[config.mk]
export PLATFORM = sky130hd
export DESIGN_NAME = pc_fetch
export DESIGN_NICKNAME = d
export VERILOG_FILES = /design/src/rtl/pc_fetch_pkg.sv /design/src/rtl/pc_fetch_inc16.sv /design/src/rtl/pc_fetch.sv
export SDC_FILE = /design/constraint.sdc
export NUM_CORES = 1
export LEC_CHECK = 0
export CORE_UTILIZATION = 30
export CTS_BUF_LIST = sky130_fd_sc_hd__clkbuf_8
export CTS_CLUSTER_SIZE = 14
export DETAILED_ROUTE_END_ITERATION = 6
export PLACE_DENSITY_LB_ADDON = 0.25
export SYNTH_ARGS = -nofsm -noshare
export SYNTH_HDL_FRONTEND = slang
export SYNTH_SLANG_ARGS = --single-unit
[constraint.sdc]
create_clock -name clk -period 2.4 [get_ports clk]
set_input_delay 0.48 -clock clk [delete_from_list [all_inputs] [get_ports clk]]
set_output_delay 0.48 -clock clk [all_outputs]
set_load 0.005 [all_outputs]
[src/rtl/pc_fetch_pkg.sv]
// Shared types for the Hack instruction-fetch stage.
// Holds FSM state encodings and the default reset vector.
package pc_fetch_pkg;

  typedef enum logic [1:0] {
    IDLE  = 2'd0,
    REQ   = 2'd1,
    VALID = 2'd2
  } state_t;

  localparam logic [15:0] RESET_VECTOR_DEF = 16'h0000;

endpackage

[src/rtl/pc_fetch_inc16.sv]
// 16-bit incrementer used for pc+1 (wraps modulo 2^16).
// Ports: in (16b), out = in + 1 (16b).
module inc16 (
  input  logic [15:0] in,
  output logic [15:0] out
);

  assign out = in + 16'd1;

endmodule

[src/rtl/pc_fetch.sv]
// Hack fetch stage: owns pc, fetches over ROM req/ack, delivers
// instr/instr_pc to the CPU over valid/ready, takes jump redirects.
// Ports: clk, reset (async high), jump/jump_addr, imem_req/addr/ack/data,
// instr_valid/ready, instr, instr_pc, pc, fetch_timeout (sticky).
module pc_fetch
  import pc_fetch_pkg::*;
#(
  parameter logic [15:0] RESET_VECTOR = RESET_VECTOR_DEF,
  parameter logic [7:0]  WAIT_LIMIT   = 8'd15
) (
  input  logic        clk,
  input  logic        reset,
  input  logic        jump,
  input  logic [15:0] jump_addr,
  output logic        imem_req,
  output logic [15:0] imem_addr,
  input  logic        imem_ack,
  input  logic [15:0] imem_data,
  output logic        instr_valid,
  input  logic        instr_ready,
  output logic [15:0] instr,
  output logic [15:0] instr_pc,
  output logic [15:0] pc,
  output logic        fetch_timeout
);

  state_t      state_q, state_d;
  logic [15:0] pc_q, pc_d;
  logic [15:0] instr_q, instr_d;
  logic [15:0] ipc_q, ipc_d;
  logic        valid_q, valid_d;
  logic        tout_q, tout_d;
  logic [7:0]  wcnt_q, wcnt_d;
  logic [15:0] pc_inc;

  inc16 u_inc (
    .in  (pc_q),
    .out (pc_inc)
  );

  always_comb begin
    state_d = state_q;
    pc_d    = pc_q;
    instr_d = instr_q;
    ipc_d   = ipc_q;
    valid_d = valid_q;
    tout_d  = tout_q;
    wcnt_d  = wcnt_q;
    if (jump) begin
      // Redirect wins; any coincident ROM data is dropped.
      pc_d    = jump_addr;
      valid_d = 1'b0;
      state_d = REQ;
      wcnt_d  = 8'd0;
    end else begin
      case (state_q)
        IDLE: state_d = REQ;
        REQ: begin
          if (imem_ack) begin
            instr_d = imem_data;
            ipc_d   = pc_q;
            pc_d    = pc_inc;
            valid_d = 1'b1;
            state_d = VALID;
            wcnt_d  = 8'd0;
          end else if (wcnt_q + 8'd1 == WAIT_LIMIT) begin
            // Flag the slow ROM but keep retrying the same address.
            tout_d = 1'b1;
            wcnt_d = 8'd0;
          end else begin
            wcnt_d = wcnt_q + 8'd1;
          end
        end
        VALID: begin
          if (instr_ready) begin
            valid_d = 1'b0;
            state_d = REQ;
          end
        end
        default: state_d = IDLE;
      endcase
    end
  end

  always_ff @(posedge clk or posedge reset) begin
    if (reset) begin
      state_q <= IDLE;
      pc_q    <= RESET_VECTOR;
      instr_q <= 16'h0000;
      ipc_q   <= 16'h0000;
      valid_q <= 1'b0;
      tout_q  <= 1'b0;
      wcnt_q  <= 8'd0;
    end else begin
      state_q <= state_d;
      pc_q    <= pc_d;
      instr_q <= instr_d;
      ipc_q   <= ipc_d;
      valid_q <= valid_d;
      tout_q  <= tout_d;
      wcnt_q  <= wcnt_d;
    end
  end

  assign imem_req      = (state_q == REQ);
  assign imem_addr     = pc_q;
  assign instr_valid   = valid_q;
  assign instr         = instr_q;
  assign instr_pc      = ipc_q;
  assign pc            = pc_q;
  assign fetch_timeout = tout_q;

endmodule

# ---- Yosys cells after proc, flatten, opt, wreduce, memory -nomap -nowiden
# Index checks and enable logic that the tools add are counted.
# Widths: inputs -> output; s select.
dict set report totals {
  reg_bits 60
  in_bits 37
  out_inout_bits 67
  wordCells 40
}
dict set report classes {
  add_sub_neg 2
  n_eq_ne 5
  n_mux 15
  bitwise 2
  reduce_logical 9
}
# cell count
set op_table {}
lappend op_table {{$mux 16} 3}
lappend op_table {{$mux 8} 4}
lappend op_table {{$add 16x1->16 const B} 1}
lappend op_table {{$add 8x1->8 const B} 1}
lappend op_table {{$eq 8x4->1 const B} 1}
lappend op_table {{$mux 2} 3}
lappend op_table {{$pmux 2 s3} 1}
lappend op_table {{$reduce_and 3->1} 2}
lappend op_table {{$reduce_and 2->1} 2}
lappend op_table {{$reduce_and 4->1} 1}
lappend op_table {{$reduce_bool 2->1} 2}
lappend op_table {{$mux 1} 3}
lappend op_table {{$ne 3x2->1 const B} 1}
lappend op_table {{$ne 3x3->1 const B} 1}
lappend op_table {{$reduce_bool 3->1} 1}
lappend op_table {{$eq 2x1->1 const B} 1}
lappend op_table {{$eq 2x2->1 const B} 1}
lappend op_table {{$logic_not 2->1} 1}
lappend op_table {{$not 1->1} 2}
lappend op_table {{$pmux 1 s2} 1}

# ---- Logic depth before layout (Yosys ltp)
dict set report logic_depth {
  word_depth 6
  mapped_depth 7
  ltp_nobuf 7
}

# ---- Modules after synthesis
# From an unflattened synthesis, not the netlist that was laid out.
dict set report unflattened {
  hier_cells 275
  area_unflattened_um2 3070.4
}
# module n_inst cells_per_inst area_each_um2 seq_area_each_um2
set modules_own_cells {}
lappend modules_own_cells {pc_fetch 1 232 2772.7 1501.4}
lappend modules_own_cells {inc16 1 43 297.8 0.0}

# ---- Least setup slack after synthesis
# OpenSTA, ideal clock, no wires.
dict set report synth_timing {
  path_type {reg2reg}
  from {reg wcnt_q[1]}
  to {reg wcnt_q[3]}
  setup_ns 0.126
  arrival_time_ns 1.787
  required_ns 2.274
  path_slack_ns 0.487
  stages_incl_launch_ff 7
  path_buffers 0
  period_less_slack_ns 1.913
  path_cell_list {dfrtp_1 > ha_1 > nand2b_1 > a211o_1 > nor4_4 > a21oi_2 > a221o_1}
}
dict set report synth_between {
  elab_chain_cells 6
}
# item line
set synth_rtl {}
lappend synth_rtl {{start: declaration} pc_fetch.sv:33} ;# logic [7:0] wcnt_q, wcnt_d;
lappend synth_rtl {{start signal: assignment} pc_fetch.sv:101} ;# wcnt_q <= wcnt_d;
lappend synth_rtl {{$add 8x1->8 *} {pc_fetch.sv:66, pc_fetch.sv:71}}
lappend synth_rtl {{$eq 8x4->1} pc_fetch.sv:66} ;# end else if (wcnt_q + 8'd1 == WAIT_LIMIT) begin
lappend synth_rtl {{$mux 8 *} pc_fetch.sv:66}
lappend synth_rtl {{$mux 8 *} pc_fetch.sv:59} ;# if (imem_ack) begin
lappend synth_rtl {{$mux 8 *} pc_fetch.sv:56} ;# case (state_q)
lappend synth_rtl {{$mux 8 *} pc_fetch.sv:49} ;# if (jump) begin
# Every way passes the cells marked *; elsewhere a longest branch is shown, timed or not. The select of a mux whose other input is x is not followed.
# A chain may end at the register's enable or synchronous reset.

# ---- Worst setup path after layout
dict set report layout_timing {
  from {reg state_q[1]}
  to {out imem_req}
}
dict set report layout_between {
  elab_chain_cells 1
}
# item line
set layout_rtl {}
lappend layout_rtl {{start: declaration} pc_fetch.sv:27} ;# state_t state_q, state_d;
lappend layout_rtl {{start signal: assignment} pc_fetch.sv:95} ;# state_q <= state_d;
lappend layout_rtl {{$eq 2x1->1} pc_fetch.sv:105} ;# assign imem_req = (state_q == REQ);
lappend layout_rtl {{end: declaration} pc_fetch.sv:15} ;# output logic imem_req,
# Every way passes these cells.

==> metrics.md <==
| Metric | Value |
|---|---|
| Clk_skew | `0.0105 ns` |
| Count leader, synth | `dfrtp_1` |
| Final WL | `6430 um` |
| Status | `completed` |
| CTS H-tree depth | `3` |
| Die width | `roughly 100 um` |
| DRT antenna net count | `0` |
| First-pass DRT Iterations | `4` |
| Final WS setup | `0.124 ns` |
| Gpl congestion | `0.888` |
| FF+latch count, synth | `60` |
| Buf+Inv Stages, Crit Path | `1` |
| Least-Margin Pin Slew | `0.518 ns` |
| Slew headroom | `0.653` |
| Sequential fraction of the synthesis area | `0.526` |
| Asr flop ratio synth | `1.00` |
| Cts hold-fix bufs | `0` |
| Most Used Layer, Global Route | `met2` |
| Met1 Usage GRT | `0.164` |
| Max Cap Violations | `0` |
| CP Data Required Time | `1.92 ns` |
| Root buffer cell | `clkbuf_8` |
| ANT cells | `0` |
| Filler cell count | `between 800 and 900` |
| Hold/Removal Path Class | `reg2reg` |
| Post-place setup slack | `approximately 0.23 ns` |
| Die outline area | `9920 sq um` |
| Slowest cell on crit path | `clkdlybuf4s50_1` |
| Pwr/cell area | `712 nW/um^2` |
| Synth top area share | `0.526` |
| Syn Nets | `286` |
| Latest clock arrival within the worst-skew pair | `0.33 ns` |
| Pleak | `1.68 nW` |
| Post-Syn Area | `between 2000 and 3000 sq um` |
| Post-CTS Repair Setup Buffers | `0` |
| Residual DRC | `0` |
| Max Clock Freq | `0.439 GHz` |
| YS warnings | `0` |
| Multi-input gate area | `1170 sq um` |
| Library cells used by synthesis | `41` |
| Initial antenna violation count | `0` |
| Resized cells post-CTS | `0` |
| Final Max Tran Viols | `0` |
| Core area | `9240 sq um` |
| Crit path time final | `2.28 ns` |
| Kind of critical path | `reg2out` |
| Met3 Usage GRT | `0.0429` |
| Total GRT Usage | `0.139` |
| RSZ-0062 raised after global routing | `no` |
| Final setup viols | `0` |
| TritonCTS Buffers | `9` |
| Syn_area_per_cell | `11.6 sq um` |
| Cell row count | `35` |
| PortBufs | `103` |
| Max VDD drop | `0.297 mV` |
| Share of layout cells above drive strength 1 | `0.189` |
| Main area contributors after synthesis | `dfrtp_1 (53%), mux2_2 (13%), buf_4 (5.0%)` |
| Initial Util | `0.309` |
| NumNets Final | `between 300 and 400` |
| CTS tree | `done` |
| Synth Instances | `246` |
| Clock Sink Count | `60` |
| Top cells by count, synth | `dfrtp_1 (60), mux2_2 (34), nand2_1 (25)` |
| Critical Path Sink Type | `output port` |
| I/O pin count | `104` |
| CP Data Arrival Time | `1.80 ns` |
| Iteration-0 DRC count of the detailed router | `50` |
| Max Root-Sink Buffers | `2` |
| First-pass GRT wire length | `10700 um` |
| Startpoint Class | `register` |
| Crit path max fanout | `6` |
| CP cell instances | `nor2b_1 > clkdlybuf4s50_1` |
| Layout Utilization | `0.450` |
| Final Hold Vio Count | `0` |
| WL/cell | `13.6 um` |
| Flop-to-flop setup slack | `0.28 ns` |
| Number of synthesized flops with an enable pin | `0` |
| Synth area leader | `dfrtp_1` |
| Vias in the first global route | `2257` |
| Syn-to-layout area delta | `45.6%` |
| Die Y | `99.6 um` |
| Reg area | `1500 sq um` |
| Prevailing post-synth register cell | `dfrtp_1` |
| Hpwl dp | `roughly 4500 um` |
| Via density | `4.57` |
| Reg clk slew, reported paths | `0.07 ns` |
| Met2 usage | `0.239` |
| Gr ovfl total | `0` |
| Worst path max stage delay | `roughly 0.6 ns` |
| Setup TNS | `0 ns` |
| CP delay by family, top | `buffers and inverters` |
| Largest net degree at the start of global routing | `61` |
| Vias after detailed routing | `2160` |
| Tcrit/Tclk final | `0.948` |
[layout make-up]
class	count	area share
Multi-Input combinational cell	156	0.283
Clock inverter	5	0.0129
Inverter	4	0.00361
Timing Repair Buffer	109	0.268
Tap cell	129	0.0388
Sequential cell	60	0.361
Clock buffer	10	0.0331
[worst paths after layout]
kind / startpoint / endpoint / cells past startpoint
setup reg to reg: wcnt_q[1]$_DFFE_PP0N_ / wcnt_q[3]$_DFFE_PP0N_ / 6
hold reg to reg: fetch_timeout$_DFFE_PP0P_ / fetch_timeout$_DFFE_PP0P_ / 1
max in group asynchronous: reset / instr_pc[6]$_DFFE_PP0P_ / 3
hold / removal: fetch_timeout$_DFFE_PP0P_ / fetch_timeout$_DFFE_PP0P_ / 1
min in group asynchronous: reset / instr[11]$_DFFE_PP0P_ / 3
setup / recovery: state_q[1]$_DFFE_PP0P_ / imem_req / 2
[where the power goes]
part	internal, mW	leakage [nW]	switching, mW	total [mW]
clock	0.496	0.0956	0.402	0.898
combinational	0.535	0.850	0.223	0.758
sequential	1.18	0.738	0.122	1.30
total	2.21	1.68	0.746	2.96
[placed cells by master, fill, tap and decap left out, types with 2 or more instances in the layout]
cell type / instances
o21ai_0: 20
a21oi_1: 2
nand2b_1: 2
buf_12: 3
clkinvlp_4: 2
nor2_1: 7
and3_1: 4
nand4_1: 4
clkdlybuf4s50_1: 103
clkbuf_8: 10
xnor2_1: 8
mux2_2: 34
nor2b_1: 5
dfrtp_1: 60
inv_1: 4
and4_1: 2
nand3_1: 7
o31ai_1: 2
xor2_1: 10
ha_1: 3
buf_4: 3
nand2_1: 25
[through the flow]
| step | power [mW] | hold slack (ns) | cells | area [sq um] |
|---|---|---|---|---|
| floorplan | 1.61 | 0.462 | 246 | 2860 |
| global placement | 2.08 | 0.472 | 458 | 3970 |
| detailed placement | 2.10 | 0.477 | 458 | 3970 |
| CTS | 3.01 | 0.493 | 473 | 4160 |
| global route | 3.13 | 0.518 | 473 | 4160 |
| finish | 2.96 | 0.485 | 473 | 4160 |
[worst register-to-register path, cell delays in order, from the launching register on]
cell and delay [ns]:
dfrtp_1 0.45, ha_1 0.28, nand2b_1 0.19, a211o_1 0.30, nor4_4 0.34, a21oi_2 0.12, a221o_1 0.33
[metal layers]
layer  wire [um]  part of all wire
met5           0                 0
met4          64             0.010
met3         327             0.051
met2        3120              0.48
met1        2920              0.45
[kinds of logic after synthesis]
kind of cell               share of synthesized area
and+or+nand+nor                                0.123
DFF                                            0.526
muxes                                          0.141
AOI/OAI and AO/OA                             0.0758
buffers and inverters                         0.0657
xor gates and xnor gates                      0.0552
adders and majority gates                     0.0131
[state kept, by name, indices dropped and copies added (netlist names)]
| name | count |
|---|---|
| fetch_timeout | 1 |
| imem_addr | 16 |
| instr | 16 |
| instr_pc | 16 |
| instr_valid | 1 |
| state_q | 2 |
| wcnt_q | 8 |
(Power assumes the default switching activity.)
